`config.mk`:
```
export PLATFORM = sky130hd
export DESIGN_NAME = uart_rx_flat
export DESIGN_NICKNAME = d
export VERILOG_FILES = /design/src/rtl/uart_rx_if.sv /design/src/rtl/uart_rx.sv /design/src/flat_wrapper.sv
export SDC_FILE = /design/constraint.sdc
export NUM_CORES = 1
export LEC_CHECK = 0
export ABC_AREA = 1
export CAP_MARGIN = 40
export CORE_ASPECT_RATIO = 1.75
export CORE_MARGIN = 2
export CORE_UTILIZATION = 32
export CTS_CLUSTER_SIZE = 28
export DETAILED_ROUTE_END_ITERATION = 16
export PLACE_DENSITY = 0.52
export SETUP_SLACK_MARGIN = 0.02
export SYNTH_ARGS = -nofsm -noshare
export SYNTH_HDL_FRONTEND = slang
export SYNTH_SLANG_ARGS = --single-unit
```
`constraint.sdc`:
```
create_clock -name clk_50m -period 1.85 [get_ports clk_50m]
set_clock_uncertainty 0.05 [all_clocks]
set_input_delay 0.37 -clock clk_50m [delete_from_list [all_inputs] [get_ports clk_50m]]
set_output_delay 0.37 -clock clk_50m [all_outputs]
set_load 0.05 [all_outputs]
```
`src/rtl/uart_rx_if.sv`:
```
// Host-side interface of the UART receiver: received byte, status flags and the read strobe.
// The receiver uses the master modport; the consuming logic uses the slave modport.
interface uart_rx_if #(
  parameter int DATA_BITS = 8
);
  logic [DATA_BITS-1:0] data;
  logic                 valid;
  logic                 frame_err;
  logic                 overrun;
  logic                 rd;

  modport master (output data, valid, frame_err, overrun, input rd);
  modport slave  (input data, valid, frame_err, overrun, output rd);
endinterface

```
`src/rtl/uart_rx.sv`:
```
// 8N1 UART receiver with 16x oversampling, mid-bit sampling and a valid/rd holding register.
// rx_clk is treated as data: its synchronised rising edges form the sample tick.
module uart_rx #(
  parameter int DATA_BITS  = 8,
  parameter int OVERSAMPLE = 16
) (
  input  logic      clk_50m,
  input  logic      rst_n,
  input  logic      rx_clk,
  input  logic      rxd,
  uart_rx_if.master bus
);
  localparam int CNT_W = $clog2(OVERSAMPLE);
  localparam int IDX_W = $clog2(DATA_BITS);
  localparam logic [CNT_W-1:0] CNT_HALF = CNT_W'(OVERSAMPLE / 2 - 1);
  localparam logic [CNT_W-1:0] CNT_LAST = CNT_W'(OVERSAMPLE - 1);
  localparam logic [IDX_W-1:0] IDX_LAST = IDX_W'(DATA_BITS - 1);

  typedef enum logic [2:0] {S_IDLE, S_START, S_DATA, S_STOP, S_BREAK} state_e;

  logic                 rx_clk_meta_q, rx_clk_s_q, rx_clk_prev_q;
  logic                 rxd_meta_q, rxd_s_q;
  state_e               state_q, state_d;
  logic [CNT_W-1:0]     tick_cnt_q, tick_cnt_d;
  logic [IDX_W-1:0]     bit_idx_q, bit_idx_d;
  logic [DATA_BITS-1:0] shreg_q, shreg_d;
  logic [DATA_BITS-1:0] data_q, data_d;
  logic                 valid_q, valid_d;
  logic                 frame_err_q, frame_err_d;
  logic                 overrun_q, overrun_d;
  logic                 tick_s;
  logic                 load_s;

  // Next-state logic: the frame FSM advances only on ticks; the read handshake works every cycle.
  always_comb begin
    tick_s      = rx_clk_s_q & ~rx_clk_prev_q;
    load_s      = 1'b0;
    state_d     = state_q;
    tick_cnt_d  = tick_cnt_q;
    bit_idx_d   = bit_idx_q;
    shreg_d     = shreg_q;
    data_d      = data_q;
    valid_d     = valid_q;
    frame_err_d = 1'b0;
    overrun_d   = overrun_q;

    if (bus.rd && valid_q) begin
      valid_d   = 1'b0;
      overrun_d = 1'b0;
    end else begin
      valid_d   = valid_q;
    end

    if (tick_s) begin
      case (state_q)
        S_IDLE: begin
          if (!rxd_s_q) begin
            state_d    = S_START;
            tick_cnt_d = {CNT_W{1'b0}};
          end else begin
            state_d    = S_IDLE;
          end
        end
        S_START: begin
          if (tick_cnt_q == CNT_HALF) begin
            tick_cnt_d = {CNT_W{1'b0}};
            bit_idx_d  = {IDX_W{1'b0}};
            // A start bit that is high again at its midpoint was only a glitch.
            state_d    = rxd_s_q ? S_IDLE : S_DATA;
          end else begin
            tick_cnt_d = tick_cnt_q + 1'b1;
          end
        end
        S_DATA: begin
          if (tick_cnt_q == CNT_LAST) begin
            tick_cnt_d = {CNT_W{1'b0}};
            shreg_d    = {rxd_s_q, shreg_q[DATA_BITS-1:1]};
            if (bit_idx_q == IDX_LAST) begin
              state_d   = S_STOP;
            end else begin
              bit_idx_d = bit_idx_q + 1'b1;
            end
          end else begin
            tick_cnt_d = tick_cnt_q + 1'b1;
          end
        end
        S_STOP: begin
          if (tick_cnt_q == CNT_LAST) begin
            tick_cnt_d = {CNT_W{1'b0}};
            if (rxd_s_q) begin
              load_s      = 1'b1;
              state_d     = S_IDLE;
            end else begin
              frame_err_d = 1'b1;
              state_d     = S_BREAK;
            end
          end else begin
            tick_cnt_d = tick_cnt_q + 1'b1;
          end
        end
        S_BREAK: begin
          // Wait out a held-low line so it is not decoded as a stream of zero bytes.
          if (rxd_s_q) begin
            state_d = S_IDLE;
          end else begin
            state_d = S_BREAK;
          end
        end
        default: begin
          state_d = S_IDLE;
        end
      endcase
    end else begin
      state_d = state_q;
    end

    // A fresh byte beats a same-cycle read; overrun only when an unread byte is replaced.
    if (load_s) begin
      data_d  = shreg_q;
      valid_d = 1'b1;
      if (valid_q && !bus.rd) begin
        overrun_d = 1'b1;
      end else begin
        overrun_d = overrun_d;
      end
    end else begin
      data_d = data_q;
    end
  end

  // State, counters, synchronisers and registered outputs.
  always_ff @(posedge clk_50m or negedge rst_n) begin
    if (!rst_n) begin
      rx_clk_meta_q <= 1'b1;
      rx_clk_s_q    <= 1'b1;
      rx_clk_prev_q <= 1'b1;
      rxd_meta_q    <= 1'b1;
      rxd_s_q       <= 1'b1;
      state_q       <= S_IDLE;
      tick_cnt_q    <= {CNT_W{1'b0}};
      bit_idx_q     <= {IDX_W{1'b0}};
      shreg_q       <= {DATA_BITS{1'b0}};
      data_q        <= {DATA_BITS{1'b0}};
      valid_q       <= 1'b0;
      frame_err_q   <= 1'b0;
      overrun_q     <= 1'b0;
    end else begin
      rx_clk_meta_q <= rx_clk;
      rx_clk_s_q    <= rx_clk_meta_q;
      rx_clk_prev_q <= rx_clk_s_q;
      rxd_meta_q    <= rxd;
      rxd_s_q       <= rxd_meta_q;
      state_q       <= state_d;
      tick_cnt_q    <= tick_cnt_d;
      bit_idx_q     <= bit_idx_d;
      shreg_q       <= shreg_d;
      data_q        <= data_d;
      valid_q       <= valid_d;
      frame_err_q   <= frame_err_d;
      overrun_q     <= overrun_d;
    end
  end

  assign bus.data      = data_q;
  assign bus.valid     = valid_q;
  assign bus.frame_err = frame_err_q;
  assign bus.overrun   = overrun_q;
endmodule

```
`src/flat_wrapper.sv`:
```
// flat-port wrapper written by rule: the top's interface ports become plain ports
module uart_rx_flat 
#(
  parameter int DATA_BITS  = 8,
  parameter int OVERSAMPLE = 16
)
  (clk_50m, rst_n, rx_clk, rxd, bus_data, bus_valid, bus_frame_err, bus_overrun, bus_rd);
  uart_rx_if #(.DATA_BITS(DATA_BITS)) bus_i ();
  input  logic clk_50m;
  input  logic rst_n;
  input  logic rx_clk;
  input  logic rxd;
  output wire logic [$bits(bus_i.data)-1:0] bus_data;
  output wire logic [$bits(bus_i.valid)-1:0] bus_valid;
  output wire logic [$bits(bus_i.frame_err)-1:0] bus_frame_err;
  output wire logic [$bits(bus_i.overrun)-1:0] bus_overrun;
  input wire logic [$bits(bus_i.rd)-1:0] bus_rd;
  assign bus_data = bus_i.data;
  assign bus_valid = bus_i.valid;
  assign bus_frame_err = bus_i.frame_err;
  assign bus_overrun = bus_i.overrun;
  assign bus_i.rd = bus_rd;
  uart_rx #(.DATA_BITS(DATA_BITS), .OVERSAMPLE(OVERSAMPLE)) u_core (.clk_50m(clk_50m), .rst_n(rst_n), .rx_clk(rx_clk), .rxd(rxd), .bus(bus_i));
endmodule
```
==> flow_summary.json, run 1 <==
{
  "seqCellArea_um2": 857.1,
  "p_clk_share_pct": 30.2,
  "wl_per_cell_um": 12.42,
  "yosysSeqAreaShare_pct": 54.80,
  "cap_violations": 0,
  "via_per_inst": 4.795,
  "clock_path_buffers": 2,
  "max_freq_mhz": 610.3,
  "cp-startpoint": "u_core.tick_cnt_q[0]",
  "ys_seq_elements": 34,
  "syn_nets": 178,
  "synth_most_common_cell": "nand2_1",
  "yosys.area.top_type": "dfrtp_1",
  "vdd_drop_max_uv": 585.8,
  "endpoint": "u_core.shreg_q[4]",
  "min_period_ns": 1.639,
  "avgSynthCellArea_um2": 9.200,
  "r2r_slack_ns": 0.21,
  "rsz0062_at_grt": "no",
  "ant_nets": 0,
  "synth-edff-count": 0,
  "hpwl_um": 2286,
  "htree_levels": 2,
  "combinationalPowerShare_pct": 21.5,
  "chipHeight_um": 96.48,
  "pwr_density_cell_nw_per_um2": 1017,
  "setup.worst_path.start_class": "register",
  "clk_pin_slew_worst_paths_ns": 0.07,
  "multiInputGateArea_um2": 594.3,
  "hold_buffers": 0,
  "drcViolationCount": 0,
  "cts.sinks": 34,
  "drive_gt1_share_pct": 24.48,
  "switching_share_pct": 32.99,
  "critical_path_class": "register to register",
  "synth_top_area_share_pct": 46.40,
  "timing.final.max_slew_violations": 0,
  "postCtsSetupRepairBufs": 0,
  "r2r_cells": 6,
  "fillers": 491,
  "grt_max_degree": 35,
  "grt_pass1_wl_um": 5244,
  "rows": 33,
  "yosys.cell_types.count": 27,
  "grt_antenna_before_repair": 0,
  "clkLatencyLatePin_ns": 0.28,
  "num_io_pins": 16,
  "worst-path-max-fanout": 16,
  "setup_tns_ns": 0,
  "cts-root-buf": "clkbuf_8",
  "coreArea_um2": 4707,
  "synthTopCellsByArea": "dfrtp_1, nand2_1, dfstp_2",
  "gr-usage-all-layers_pct": 12.59,
  "start_util_pct": 33.23,
  "die_area_um2": 5484,
  "critPathCaptureType": "register",
  "setup_viol": 0,
  "dr.pass1.iters": 4,
  "post_cts_resized": 0,
  "cts-buffers-inserted": 5,
  "status": "finished, final reports clean",
  "grt_pass1_vias": 1136,
  "synth_commonest_cells": "nand2_1, dfrtp_1, inv_1",
  "hold_start": "u_core.rx_clk_meta_q",
  "worstPathArrival_ns": 1.75,
  "ys_async_sr_fraction_pct": 100.0,
  "r2r_start": "u_core.tick_cnt_q[0]",
  "slew-limit-headroom_pct": 76.66,
  "ys_warn_count": 0,
  "drt-total-wl_um": 3030,
  "p_sw_mw": 0.6177,
  "hold_viol": 0,
  "required_ns": 1.96,
  "period_share_pct": 88.57,
  "syn2layout_area_growth_pct": 17.68,
  "min_path_type": "register to register",
  "portBuffers": 15,
  "synth_area_um2": 1564,
  "tritoncts": "built",
  "drt_iter0_drc": 13,
  "place_congestion": 0.8575,
  "synth_ff_type": "dfrtp_1",
  "worst_slew_pin_slew_ns": 0.3489,
  "leakage_nw": 0.8864,
  "antennaDiodeCount": 0,
  "seqPwrFrac_pct": 48.2,
  "power.total_mw": 1.872,
  "r2r-end": "u_core.shreg_q[4]",
  "vias": 1170,
  "fin_nets": 199,
  "fp.dieW_um": 56.85,
  "cell_internal_pwr_mw": 1.255,
  "worst_hold_slack_ns": 0.2992,
  "overflow": 0,
  "synth_cells": 170
}
routing by layer:
layer	vias to the layer above	wire length [um]	track usage (%)
li1	579	-	-
met1	567	1192	13.34
met2	16	1677	23.26
met3	8	83	2.663
met4	0	76	6.395
met5	-	0	0
layout by cell type, fill, tap and decap left out, drive strengths merged:
master / n
nor4: 1
buf: 12
a21boi: 1
nand2: 48
inv: 24
o21ai: 18
clkbuf: 7
o21bai: 1
xor2: 1
nor2: 17
clkinv: 1
ha: 3
a31oi: 1
nand3b: 1
nand3: 13
dfrtp: 29
a211oi: 1
nor3: 1
nand4: 1
dfstp: 5
a21oi: 2
clkdlybuf4s50: 4
layout make-up:
cell class / count / area share, %
clock inverter: 1 / 0.2719
clock buffer: 7 / 4.691
timing repair buffer: 16 / 7.750
inverter: 24 / 4.895
tap: 52 / 3.535
sequential: 34 / 46.57
multi-input combinational: 110 / 32.29
power groups by stage:
| stage | combinational [mW] | clock (mW) | sequential (mW) |
|---|---|---|---|
| floorplan | 0.301 | 0 | 0.899 |
| global placement | 0.395 | 0 | 0.909 |
| detailed placement | 0.407 | 0 | 0.914 |
| CTS | 0.408 | 0.594 | 0.900 |
| global route | 0.465 | 0.617 | 0.911 |
| finish | 0.403 | 0.566 | 0.903 |
critical path, cell delays in order, from the launching register on:
cell and delay [ns]:
dfrtp_1 0.41, ha_1 0.21, nand3_1 0.18, nor2_4 0.22, nand2_2 0.25, nand2_1 0.14, o21ai_2 0.06
cell families (layout without fill, tap and decap cells):
logic type | Yosys count | in the layout | share of synthesized area, %
xor+xnor | 1 | 1 | 0.5601
fa+ha+maj | 3 | 3 | 2.400
flops | 34 | 34 | 54.80
compound gates | 24 | 24 | 11.60
buf+inv | 26 | 48 | 7.200
simple gates | 82 | 82 | 23.44
per-stage QoR:
stage / cells / utilization, % / area [um^2] / setup slack [ns]
detailed placement: 236 / 37.16 / 1749 / 0.2038
global placement: 236 / 37.16 / 1749 / 0.2333
CTS: 244 / 39.10 / 1841 / 0.1905
finish: 244 / 39.10 / 1841 / 0.2114
global route: 244 / 39.10 / 1841 / 0.07324
floorplan: 170 / - / 1564 / 0.4496
flip-flops by register name, indices dropped and copies added, names as in the netlist, named ones only:
signal / flops
u_core.rx_clk_s_q: 1
u_core.tick_cnt_q: 4
u_core.bus.frame_err: 1
u_core.bus.data: 8
u_core.bit_idx_q: 3
u_core.shreg_q: 8
u_core.rx_clk_prev_q: 1
u_core.state_q: 3
u_core.rxd_s_q: 1
u_core.bus.valid: 1
u_core.rxd_meta_q: 1
u_core.rx_clk_meta_q: 1
how the worst min path moves through the flow:
stage / endpoint / slack [ns] / cells after the start
global placement: u_core.rx_clk_s_q / 0.30 / 0
finish: u_core.rx_clk_s_q / 0.30 / 0
CTS: u_core.rx_clk_s_q / 0.30 / 0
detailed placement: u_core.rx_clk_s_q / 0.30 / 0
global route: u_core.rx_clk_s_q / 0.32 / 0
floorplan: asynchronous set/reset pin / 0.02 / 0
Power figures use the tool's default switching activity.
==> run 2, diff against run 1 <==
CORE_UTILIZATION = 58   (was 32)
CTS_BUF_LIST = sky130_fd_sc_hd__clkbuf_4   (was not set)
PLACE_DENSITY = 0.83   (was 0.52)
==> flow_summary.json, run 2 (synthesized netlist as in run 1, its figures left out) <==
{
  "grt_pass1_wl_um": 5451,
  "gr-usage-all-layers_pct": 23.53,
  "required_ns": 2.03,
  "htree_levels": 2,
  "fillers": 211,
  "hpwl_um": 2326,
  "worst_slew_pin_slew_ns": 0.4667,
  "cp_num_buf_inv": 0,
  "worst-path-max-fanout": 16,
  "drt-total-wl_um": 2993,
  "drcViolationCount": 0,
  "hold_buffers": 0,
  "hold_viol": 0,
  "rsz0062_at_grt": "no",
  "tritoncts": "built",
  "antennaDiodeCount": 0,
  "grt_antenna_before_repair": 0,
  "final_common_cell": "nand2_1",
  "clock_path_buffers": 2,
  "cts-root-buf": "clkbuf_4",
  "setup_tns_ns": 0,
  "r2r_start": "u_core.tick_cnt_q[0]",
  "wl_per_cell_um": 13.67,
  "cts-buffers-inserted": 5,
  "chipHeight_um": 72.70,
  "fin_nets": 200,
  "r2r-end": "u_core.shreg_q[6]",
  "grt_pass1_vias": 1285,
  "crit_slowest_cell": "dfrtp_1",
  "slew-limit-headroom_pct": 68.79,
  "final_cell_area_um2": 1768,
  "cp-startpoint": "u_core.tick_cnt_q[0]",
  "cts.sinks": 34,
  "critPathCaptureType": "register",
  "fp.dieW_um": 43.26,
  "postCtsSetupRepairBufs": 0,
  "portBuffers": 15,
  "min_path_type": "primary input to asynchronous set/reset pin",
  "r2r_slack_ns": 0.19,
  "period_share_pct": 89.49,
  "setup.worst_path.start_class": "register",
  "critical_path_class": "register to register",
  "start_util_pct": 62.00,
  "drt_iter0_drc": 31,
  "overflow": 0,
  "die_area_um2": 3144,
  "clkLatencyLatePin_ns": 0.34,
  "leakage_nw": 0.8721,
  "cap_violations": 0,
  "syn2layout_area_growth_pct": 13.04,
  "dr.pass1.iters": 5,
  "placed_area_um2": 1712,
  "vdd_drop_max_uv": 855.1,
  "crit_family": "simple AND/OR/NAND/NOR gates",
  "ant_nets": 0,
  "vias": 1191,
  "via_per_inst": 5.438,
  "path_cells": "ha_1 -> nand3_1 -> nor2_4 -> nand2_2 -> nand2_1 -> o21ai_2",
  "post_cts_resized": 0,
  "r2r_cells": 6,
  "timing.final.max_slew_violations": 0,
  "grt_max_degree": 17,
  "coreArea_um2": 2522,
  "rows": 24,
  "max_freq_mhz": 604.0,
  "clk_pin_slew_worst_paths_ns": 0.10,
  "cp_slowest_stage_delay_ns": 0.40,
  "layout_common_cells": "nand2_1, dfrtp_1, inv_1",
  "status": "finished, final reports clean",
  "pwr_density_cell_nw_per_um2": 981.8,
  "setup_viol": 0,
  "min_period_ns": 1.656,
  "worstPathArrival_ns": 1.83,
  "num_io_pins": 16,
  "drive_gt1_share_pct": 24.87,
  "place_congestion": 0.8390
}
run 2: cell count changes in the layout (fill, tap and decap cells not counted), sizes merged:
cell  change
buf       +1
run 2: metal layers:
layer,part of all wire [%],global-route usage [%],routed length [um],vias to the layer above
met5,0,0,0,-
met4,3.6,13.47,108,0
met3,3.1,5.941,93,9
met2,56,40.96,1691,24
met1,37,25.00,1100,577
li1,-,-,-,581
run 2: worst register-to-register path: stages, from the launching register on:
cell and delay [ns]:
dfrtp_1 0.40, ha_1 0.22, nand3_1 0.18, nor2_4 0.21, nand2_2 0.26, nand2_1 0.17
o21ai_2 0.06
run 2: worst max-delay path by stage:
| stage | end | slack, ns | cells past startpoint |
|---|---|---|---|
| 4_1_cts | u_core.shreg_q[6] | 0.18 | 6 |
| 2_1_floorplan | u_core.shreg_q[0] | 0.45 | 7 |
| 3_5_place_dp | u_core.shreg_q[4] | 0.20 | 6 |
| 5_1_grt | u_core.state_q[1] | 0.03 | 8 |
| 3_3_place_gp | u_core.shreg_q[3] | 0.30 | 6 |
| 6_report | u_core.shreg_q[6] | 0.19 | 6 |
run 2: area by class of cell:
| type | count | area [um^2] | area share, % |
|---|---|---|---|
| flip-flops and latches | 34 | 857.1 | 48.48 |
| repair buffers | 17 | 137.6 | 7.785 |
| multi-input cells | 110 | 594.3 | 33.62 |
| clock inverters | 1 | 3.754 | 0.2123 |
| clock buffers | 7 | 52.55 | 2.972 |
| inverters | 24 | 90.09 | 5.096 |
| well taps | 26 | 32.53 | 1.840 |
run 2: where the power goes:
group	internal, mW	total (mW)	switching [mW]
logic	0.137	0.419	0.282
clock network	0.175	0.410	0.235
registers	0.816	0.907	0.0915
total	1.13	1.74	0.608
run 2: per-stage QoR:
step / worst slack [ns] / power [mW] / instances / util (%) / hold WS [ns]
final: 0.1944 / 1.736 / 219 / 70.09 / 0.2914
after global placement: 0.2978 / 1.293 / 211 / 67.86 / 0.2955
after global routing: 0.03388 / 1.846 / 219 / 70.09 / 0.3183
after CTS: 0.1785 / 1.748 / 219 / 70.09 / 0.2941
after detailed placement: 0.2010 / 1.336 / 211 / 67.86 / 0.3023
after floorplan: 0.4496 / 1.200 / 170 / - / 0.02441
==> run 3, diff against run 2 <==
CORE_ASPECT_RATIO = 1.5   (was 1.75)
==> flow_summary.json, run 3 (synthesized netlist as in run 1, its figures left out) <==
{
  "m1WireLength_um": 1154,
  "antennaDiodeCount": 0,
  "dr.pass1.iters": 4,
  "clkLatencyLatePin_ns": 0.34,
  "num_io_pins": 16,
  "rsz0062_at_grt": "no",
  "required_ns": 2.03,
  "portBuffers": 15,
  "fillers": 218,
  "rows": 23,
  "overflow": 0,
  "period_share_pct": 89.35,
  "hpwl_um": 2013,
  "slew-limit-headroom_pct": 72.20,
  "dp.cells": 221,
  "max_freq_mhz": 605.0,
  "highest_layer": "met4",
  "setup_tns_ns": 0,
  "grt_antenna_before_repair": 0,
  "multiInputGateArea_um2": 594.3,
  "fin_cells": 229,
  "fin_nets": 199,
  "coreArea_um2": 2619,
  "pwr_density_cell_nw_per_um2": 958.1,
  "die_area_um2": 3137,
  "clk_pin_slew_worst_paths_ns": 0.10,
  "critPathCaptureType": "register",
  "min_path_type": "register to register",
  "wl_met2_um": 1487,
  "via_per_inst": 5.105,
  "grt_max_degree": 35,
  "grt_pass1_wl_um": 4981,
  "layout_common_cells": "nand2_1, dfrtp_1, inv_1",
  "hold_viol": 0,
  "chipHeight_um": 67.60,
  "grt_pass1_vias": 1195,
  "drt_iter0_drc": 24,
  "ant_nets": 0,
  "crit_slowest_cell": "dfrtp_1",
  "worstPathArrival_ns": 1.84,
  "cts.sinks": 34,
  "status": "finished, final reports clean",
  "vdd_drop_max_uv": 744.3,
  "start_util_pct": 59.72,
  "path_cells": "ha_1 -> nand3_1 -> nor2_4 -> nand2_2 -> nand2_1 -> o21ai_2",
  "postCtsSetupRepairBufs": 0,
  "cp_num_buf_inv": 0,
  "final_common_cell": "nand2_1",
  "crit_family": "simple AND/OR/NAND/NOR gates",
  "clock_path_buffers": 2,
  "tritoncts": "built",
  "worst-path-max-fanout": 16,
  "worst_slew_pin_slew_ns": 0.4170,
  "seqCellArea_um2": 857.1,
  "htree_levels": 2,
  "wl_per_cell_um": 12.36,
  "cap_violations": 0,
  "critical_path_class": "register to register",
  "setup_viol": 0,
  "gr-usage-all-layers_pct": 22.79,
  "leakage_nw": 0.8613,
  "post_cts_resized": 0,
  "timing.final.max_slew_violations": 0,
  "setup.worst_path.start_class": "register",
  "wl_met3_um": 87,
  "place_congestion": 0.8910,
  "drcViolationCount": 0,
  "hold_buffers": 0,
  "syn2layout_area_growth_pct": 12.96,
  "min_period_ns": 1.653,
  "drt-total-wl_um": 2830,
  "cts-root-buf": "clkbuf_4",
  "vias": 1169,
  "cp_slowest_stage_delay_ns": 0.42,
  "cts-buffers-inserted": 5,
  "fin_util_pct": 67.46,
  "fp.dieW_um": 46.40,
  "drive_gt1_share_pct": 23.44
}
run 3: cell count changes in the layout (fill, tap and decap cells not counted), sizes merged:
cell / previous run / this run
buf: 13 / 12
clkbuf: 7 / 5
clkinv: 1 / 3
run 3: per-layer routing:
metal	vias up	GRT usage (%)
li1	582	-
met1	554	26.28
met2	21	35.42
met3	12	6.417
met4	0	15.71
met5	-	0
run 3: through the flow:
| stage | cell area (um^2) | power [mW] | setup WS, ns | hold slack [ns] |
|---|---|---|---|---|
| 2_1_floorplan | 1564 | 1.200 | 0.4496 | 0.02441 |
| 3_3_place_gp | 1718 | 1.286 | 0.2863 | 0.2968 |
| 3_5_place_dp | 1718 | 1.316 | 0.2216 | 0.2969 |
| 4_1_cts | 1767 | 1.702 | 0.1884 | 0.2992 |
| 5_1_grt | 1767 | 1.804 | 0.06783 | 0.2955 |
| 6_report | 1767 | 1.693 | 0.1971 | 0.2914 |
run 3: worst register-to-register path: cells and delay by family, from the launching register on:
| kind | cells | cell delay [ns] |
|---|---|---|
| AOI/OAI and AO/OA | 1 | 0.06 |
| adders and majority gates | 1 | 0.22 |
| DFF | 1 | 0.42 |
| and+or+nand+nor | 4 | 0.79 |
run 3: report_power, final:
| group | switching (mW) | internal, mW |
|---|---|---|
| clock network | 0.245 | 0.135 |
| registers | 0.0887 | 0.816 |
| logic | 0.272 | 0.136 |
| total | 0.606 | 1.09 |
run 3: path summary, 6_finish.rpt:
| kind | to | cells after the start | startpoint | slack (ns) |
|---|---|---|---|---|
| setup / recovery | u_core.shreg_q[3] | 6 | u_core.tick_cnt_q[0] | 0.20 |
| hold / removal | u_core.rx_clk_s_q | 0 | u_core.rx_clk_meta_q | 0.29 |
| setup reg to reg | u_core.shreg_q[3] | 6 | u_core.tick_cnt_q[0] | 0.20 |
| hold reg to reg | u_core.rx_clk_s_q | 0 | u_core.rx_clk_meta_q | 0.29 |
| max in group asynchronous | u_core.rx_clk_meta_q | 2 | rst_n | 1.03 |
| min in group asynchronous | u_core.bus.frame_err | 2 | rst_n | 0.37 |
run 3: layout make-up:
cell class | instances | share of cell area [%]
clock buffers | 5 | 2.125
multi-input cells | 110 | 33.64
repair buffers | 16 | 7.365
inverters | 24 | 5.099
well taps | 37 | 2.620
clock inverters | 3 | 0.6374
flip-flops and latches | 34 | 48.51
